--- src/rtl/dmem_responder_pkg.sv ---
// Shared constants and FSM encoding for the MEM-stage data-memory responder.
// Latency: n/a (declarations only).
// Backpressure: n/a.
package dmem_responder_pkg;

    localparam int DMEM_WORD_LEN  = 32;
    localparam int DMEM_DEPTH     = 64;
    localparam int DMEM_BASE_ADDR = 1024;
    localparam int DMEM_LATENCY   = 2;
    localparam int DMEM_FSM_LEN   = 2;
    localparam int DMEM_CNT_LEN   = 4;

    typedef enum logic [DMEM_FSM_LEN-1:0] {
        IDLE = 2'd0,
        WAIT = 2'd1,
        RESP = 2'd2
    } dmem_state_t;

    // WAIT is entered with the number of extra WAIT cycles still to spend.
    function automatic logic [DMEM_CNT_LEN-1:0] cnt_init(input int latency);
        return (latency >= 2) ? DMEM_CNT_LEN'(latency - 2) : '0;
    endfunction

endpackage

--- src/rtl/dmem_array.sv ---
// DEPTH x WORD_LEN word storage with synchronous write and combinational read.
// Latency: write lands on the clock edge, read is same-cycle.
// Backpressure: none; always accepts a write.
module dmem_array #(
    parameter int WORD_LEN = 32,
    parameter int DEPTH    = 64,
    parameter int AW       = $clog2(DEPTH)
) (
    input  logic                clk,
    input  logic                rst,
    input  logic                we,
    input  logic [AW-1:0]       addr,
    input  logic [WORD_LEN-1:0] wdata,
    output logic [WORD_LEN-1:0] rdata
);

    logic [WORD_LEN-1:0] mem [DEPTH];

    always_ff @(posedge clk) begin
        if (rst) begin
            for (int i = 0; i < DEPTH; i++) begin
                mem[i] <= '0;
            end
        end else if (we) begin
            mem[addr] <= wdata;
        end
    end

    assign rdata = mem[addr];

endmodule

--- src/rtl/dmem_responder.sv ---
// Target end of the MEM-stage load/store request: one access in flight, one-cycle response pulse.
// Latency: response LATENCY cycles after accept (LATENCY in 1..15).
// Backpressure: req_ready low and stall high while an access is waiting; requester holds its request.
module dmem_responder
    import dmem_responder_pkg::*;
#(
    parameter int WORD_LEN  = DMEM_WORD_LEN,
    parameter int DEPTH     = DMEM_DEPTH,
    parameter int BASE_ADDR = DMEM_BASE_ADDR,
    parameter int LATENCY   = DMEM_LATENCY
) (
    input  logic                clk,
    input  logic                rst,
    input  logic                req_valid,
    input  logic                req_we,
    input  logic [WORD_LEN-1:0] req_addr,
    input  logic [WORD_LEN-1:0] req_wdata,
    output logic                req_ready,
    output logic                resp_valid,
    output logic [WORD_LEN-1:0] resp_rdata,
    output logic                resp_err,
    output logic                stall
);

    localparam int AW = $clog2(DEPTH);
    localparam logic [WORD_LEN-1:0] BASE  = WORD_LEN'(BASE_ADDR);
    localparam logic [WORD_LEN-1:0] LIMIT = WORD_LEN'(BASE_ADDR + 4 * DEPTH);

    dmem_state_t             state, state_nxt;
    logic [DMEM_CNT_LEN-1:0] cnt, cnt_nxt;
    logic                    accept;
    logic                    enter_resp;

    logic                    cap_we;
    logic [WORD_LEN-1:0]     cap_addr;
    logic [WORD_LEN-1:0]     cap_wdata;

    logic                    cmt_we;
    logic [WORD_LEN-1:0]     cmt_addr;
    logic [WORD_LEN-1:0]     cmt_wdata;
    logic                    cmt_ok;
    logic [AW-1:0]           cmt_idx;
    logic                    mem_we;
    logic [WORD_LEN-1:0]     mem_rdata;

    logic                    err_q;
    logic                    stall_q;
    logic [WORD_LEN-1:0]     rdata_q;

    always_ff @(posedge clk) begin
        if (rst) begin
            state <= IDLE;
            cnt   <= '0;
        end else begin
            state <= state_nxt;
            cnt   <= cnt_nxt;
        end
    end

    always_comb begin
        state_nxt  = state;
        cnt_nxt    = cnt;
        accept     = 1'b0;
        enter_resp = 1'b0;
        unique case (state)
            IDLE, RESP: begin
                if (req_valid) begin
                    accept = 1'b1;
                    if (LATENCY == 1) begin
                        state_nxt  = RESP;
                        enter_resp = 1'b1;
                    end else begin
                        state_nxt = WAIT;
                        cnt_nxt   = cnt_init(LATENCY);
                    end
                end else begin
                    state_nxt = IDLE;
                end
            end
            WAIT: begin
                if (cnt == '0) begin
                    state_nxt  = RESP;
                    enter_resp = 1'b1;
                end else begin
                    cnt_nxt = cnt - 1'b1;
                end
            end
            default: state_nxt = IDLE;
        endcase
    end

    always_ff @(posedge clk) begin
        if (rst) begin
            cap_we    <= 1'b0;
            cap_addr  <= '0;
            cap_wdata <= '0;
        end else if (accept) begin
            cap_we    <= req_we;
            cap_addr  <= req_addr;
            cap_wdata <= req_wdata;
        end
    end

    // With single-cycle latency the access completes on its accept edge, so it
    // must be served straight from the request port rather than the capture regs.
    always_comb begin
        if (LATENCY == 1) begin
            cmt_we    = req_we;
            cmt_addr  = req_addr;
            cmt_wdata = req_wdata;
        end else begin
            cmt_we    = cap_we;
            cmt_addr  = cap_addr;
            cmt_wdata = cap_wdata;
        end
    end

    assign cmt_ok  = (cmt_addr[1:0] == 2'b00) && (cmt_addr >= BASE) && (cmt_addr < LIMIT);
    assign cmt_idx = AW'((cmt_addr - BASE) >> 2);
    assign mem_we  = enter_resp && cmt_we && cmt_ok;

    dmem_array #(
        .WORD_LEN (WORD_LEN),
        .DEPTH    (DEPTH),
        .AW       (AW)
    ) u_array (
        .clk   (clk),
        .rst   (rst),
        .we    (mem_we),
        .addr  (cmt_idx),
        .wdata (cmt_wdata),
        .rdata (mem_rdata)
    );

    always_ff @(posedge clk) begin
        if (rst) begin
            err_q   <= 1'b0;
            stall_q <= 1'b0;
            rdata_q <= '0;
        end else begin
            stall_q <= (state_nxt == WAIT);
            if (enter_resp) begin
                err_q <= !cmt_ok;
                if (!cmt_we) begin
                    rdata_q <= cmt_ok ? mem_rdata : '0;
                end
            end
        end
    end

    assign req_ready  = (state != WAIT);
    assign resp_valid = (state == RESP);
    assign resp_err   = err_q && (state == RESP);
    assign resp_rdata = rdata_q;
    assign stall      = stall_q;

endmodule

--- config.mk ---
export PLATFORM = sky130hd
export DESIGN_NAME = dmem_responder
export DESIGN_NICKNAME = d
export VERILOG_FILES = /design/src/rtl/dmem_responder_pkg.sv /design/src/rtl/dmem_array.sv /design/src/rtl/dmem_responder.sv
export SDC_FILE = /design/constraint.sdc
export NUM_CORES = 2
export LEC_CHECK = 0
export ABC_AREA = 0
export ABC_CLOCK_PERIOD_IN_PS = 3200
export CAP_MARGIN = 20
export CORE_MARGIN = 1.5
export CORE_UTILIZATION = 57
export CTS_BUF_LIST = sky130_fd_sc_hd__clkbuf_8 sky130_fd_sc_hd__clkbuf_16
export DETAILED_ROUTE_END_ITERATION = 8
export PLACE_DENSITY = 0.76
export SYNTH_ARGS = -nofsm -noshare
export SYNTH_HDL_FRONTEND = slang
export SYNTH_HIERARCHICAL = 1
export SYNTH_SLANG_ARGS = --single-unit
--- constraint.sdc ---
create_clock -name clk -period 3.2 [get_ports clk]
set_input_delay 0.48 -clock clk [delete_from_list [all_inputs] [get_ports clk]]
set_output_delay 0.48 -clock clk [all_outputs]
set_load 0.03 [all_outputs]
==> results.yml <==
run_status:
  status: "finished with violations"
  violations: "setup timing"
power:
  ir_worst_vdd_uv: 609.1
  total_power_mw: 62.48
  power_density_mw_per_mm2: 545.5
  leakage_nw: 41.91
hold_path:
  hold_path.startpoint: "req_wdata[28]"
  hp-class: "input port to register"
  whs_path_depth: 3
  hold_end: "cap_wdata[28]$_SDFFE_PP0P_"
clock_network:
  numCtsBuffers: 212
  cts_root_buffer: "clkbuf_16"
  cts_tree: "built"
  clock_latency_ns: 0.86
  numClockSinks: 2153
  clk_pin_slew_ns: 0.06
  cts_buffer_depth: 3
  h-tree-depth: 4
detailed_routing:
  routed_wl_um: 322800
  ant_nets: 0
  drt_iter0_markers: 11372
  drcViolationCount: 0
  num_vias: 68588
  wl_per_cell_um: 31.46
  via_per_inst: 6.686
  drtPass1Iterations: 8
placement:
  dp_cells: 9804
  detailed_place_hpwl_um: 209000
  place_congestion: 1.037
  portBuffers: 103
timing:
  final.period_utilization_pct: 105.4
  setup_violations: 22
  rsz0062_at_grt: "true"
  hold_viol: 0
  worst_slack_ns: -0.1721
  setup-tns-final_ns: -1.183
  slew_headroom_pct: 24.18
  worstMarginPinSlew_ns: 1.137
  min_period_ns: 3.372
  slew_violations: 0
  finalClockSkew_ns: 0.04590
  clock.fmax_mhz: 296.6
grt:
  grt_max_degree: 132
  overflow: 0
  grt_usage_pct: 36.46
  first_global_vias: 66114
  grt_pass1_wl_um: 456200
  antenna_found_initial: 41
logic_synthesis:
  synth_nets: 7567
  synth_top_area_cell: "edfxtp_1"
  async_flop_share_pct: 0
  yosysSeqAreaShare_pct: 65.45
  synth_edf_count: 2048
  ys_seq_elements: 2153
  avgSynthCellArea_um2: 12.96
  ys.flop_type: "edfxtp_1"
  syn_inst: 7497
  yosysWarnings: 6
  synthesis.area_mm2: 0.09717
  synth_top_area_share_pct: 63.29
  yosys-top-cells-area: "edfxtp_1, and2_1, a22oi_1"
  synth_cell_types: 67
floorplanning:
  die_h_um: 415.9
  io-pin-count: 104
  rows: 151
  fp.coreArea_mm2: 0.1693
  dieArea_mm2: 0.1730
  initial_utilization_pct: 57.40
  chipWidth_um: 415.9
cells_and_area:
  final_common_cell: "and2_1"
  area_growth_pct: 17.88
  fin_nets: 7900
  final_cells: 10259
  final_cell_mix: "and2_1, edfxtp_1, buf_4"
  drive_gt1_share_pct: 19.79
worst_setup_path:
  worstRegToRegCells: 9
  crit_path_start_kind: "register"
  worstPathCellList: "buf_12, mux4_2, mux2i_1, o22ai_1, or3_1, nand2b_1, buf_4, nor4_1, a32o_1"
  r2r_start: "cap_addr[2]$_SDFFE_PP0P_"
  cpMaxStageDelayCell: "mux4_2"
  critical_path_class: "register to register"
  crit_fanout: 53
  cp_slowest_stage_delay_ns: 0.55
  worstPathRequired_ns: 3.95
  r2r_slack_ns: -0.17
  worst_r2r_endpoint: "resp_rdata[30]$_SDFFE_PP0P_"
  worstSetupEndpointType: "register"
  arrival_ns: 4.12
flow_run:
  cap_violations: 0
==> state kept, by name, indices dropped and copies added (netlist names) <==
name	flops
err_q	1
cap_wdata	32
cap_addr	32
cap_we	1
cnt	4
stall	1
resp_rdata	32
u_array/mem	2048
state	2
==> critical path, delay by kind of cell (launching register included) <==
kind,cells,cell delay [ns]
buf+inv,2,0.42
mux,2,0.88
flops,1,0.52
compound gates,2,0.67
simple gates,3,0.65
==> routing by layer <==
metal | track usage, % | vias to the layer above | routed length, um
met2 | 53.14 | 5596 | 139700
met1 | 47.91 | 33590 | 112000
li1 | - | 28285 | -
met4 | 24.18 | 14 | 24760
met3 | 10.20 | 1103 | 46250
met5 | 0 | - | 92
==> cell families (layout without fill, tap and decap cells) <==
logic type | Yosys count | after routing | share of synthesized area [%]
adders and majority gates | 2 | 2 | 0.02575
buffers and inverters | 831 | 1344 | 3.518
and+or+nand+nor | 2789 | 2789 | 16.93
DFF | 2153 | 2153 | 65.45
muxes | 287 | 287 | 3.524
other | 0 | 31 | 0
AOI/OAI and AO/OA | 1435 | 1435 | 10.55
==> synthesized netlist by cell type, drive strengths merged, types with 3 or more instances <==
master   instances
inv              6
mux2           101
and3             5
a21oi          207
a211oi          26
buf            218
o2bb2ai          4
a22o            21
nor3            44
o22ai          162
a32o            33
and2          2052
nor4            53
o32ai            3
dfxtp          105
o221ai          18
a221o           41
a221oi         293
or2             83
mux2i          152
nand2          210
clkbuf         606
o211ai          42
nand2b          38
nand3            8
a22oi          374
edfxtp        2048
o21ai          174
or4             18
o31ai           13
o2111ai          3
nor2           202
or3             19
nor3b            4
a31oi            8
nor2b           40
mux4            34
nand3b           3
==> where the power goes <==
group          leakage (nW)  switching (mW)  internal (mW)  total, mW
Sequential             22.0           0.533           31.7       32.2
Combinational          16.4            3.70           2.01       5.71
Clock                  3.56            10.8           13.8       24.6
==> stage by stage <==
stage | cell area [um2] | worst slack [ns] | hold slack [ns] | utilization (%)
finish | 114500 | -0.1721 | 0.1789 | 67.66
global route | 114500 | -0.1089 | 0.1849 | 67.62
CTS | 113500 | -0.01120 | 0.1366 | 67.04
detailed placement | 106400 | -0.6205 | 0.4500 | 62.84
global placement | 106400 | -0.5694 | 0.4410 | 62.83
floorplan | 97170 | 0.01449 | 0.4316 | -
==> worst max path at each step <==
| stage | to | from | cells after the start |
|---|---|---|---|
| 2_1_floorplan | u_array/mem[12][0]$_SDFFCE_PN0P_ | cnt[0]$_SDFFE_PP0P_ | 11 |
| 3_3_place_gp | resp_rdata[15]$_SDFFE_PP0P_ | cap_addr[3]$_SDFFE_PP0P_ | 12 |
| 3_5_place_dp | resp_rdata[15]$_SDFFE_PP0P_ | cap_addr[4]$_SDFFE_PP0P_ | 13 |
| 4_1_cts | resp_rdata[2]$_SDFFE_PP0P_ | cap_addr[4]$_SDFFE_PP0P_ | 12 |
| 5_1_grt | resp_rdata[2]$_SDFFE_PP0P_ | cap_addr[4]$_SDFFE_PP0P_ | 13 |
| 6_report | resp_rdata[30]$_SDFFE_PP0P_ | cap_addr[2]$_SDFFE_PP0P_ | 9 |
==> area by class of cell <==
class / count / area (um2)
fillers: 11411 / 54740
multi-input cells: 4513 / 31130
inverters: 7 / 33.78
diodes: 31 / 77.57
flip-flops and latches: 2153 / 63650
clock inverters: 170 / 1271
repair buffers: 943 / 10090
clock buffers: 224 / 5504
well taps: 2218 / 2775
==> repair_timing <==
action,in CTS,in global routing
setup buffers,10,15
hold buffers,0,0
gates cloned,0,6
endpoints found under the setup margin,399,1707
pin swaps,2,23
gates resized for setup,66,167
(Power assumes the default switching activity.)
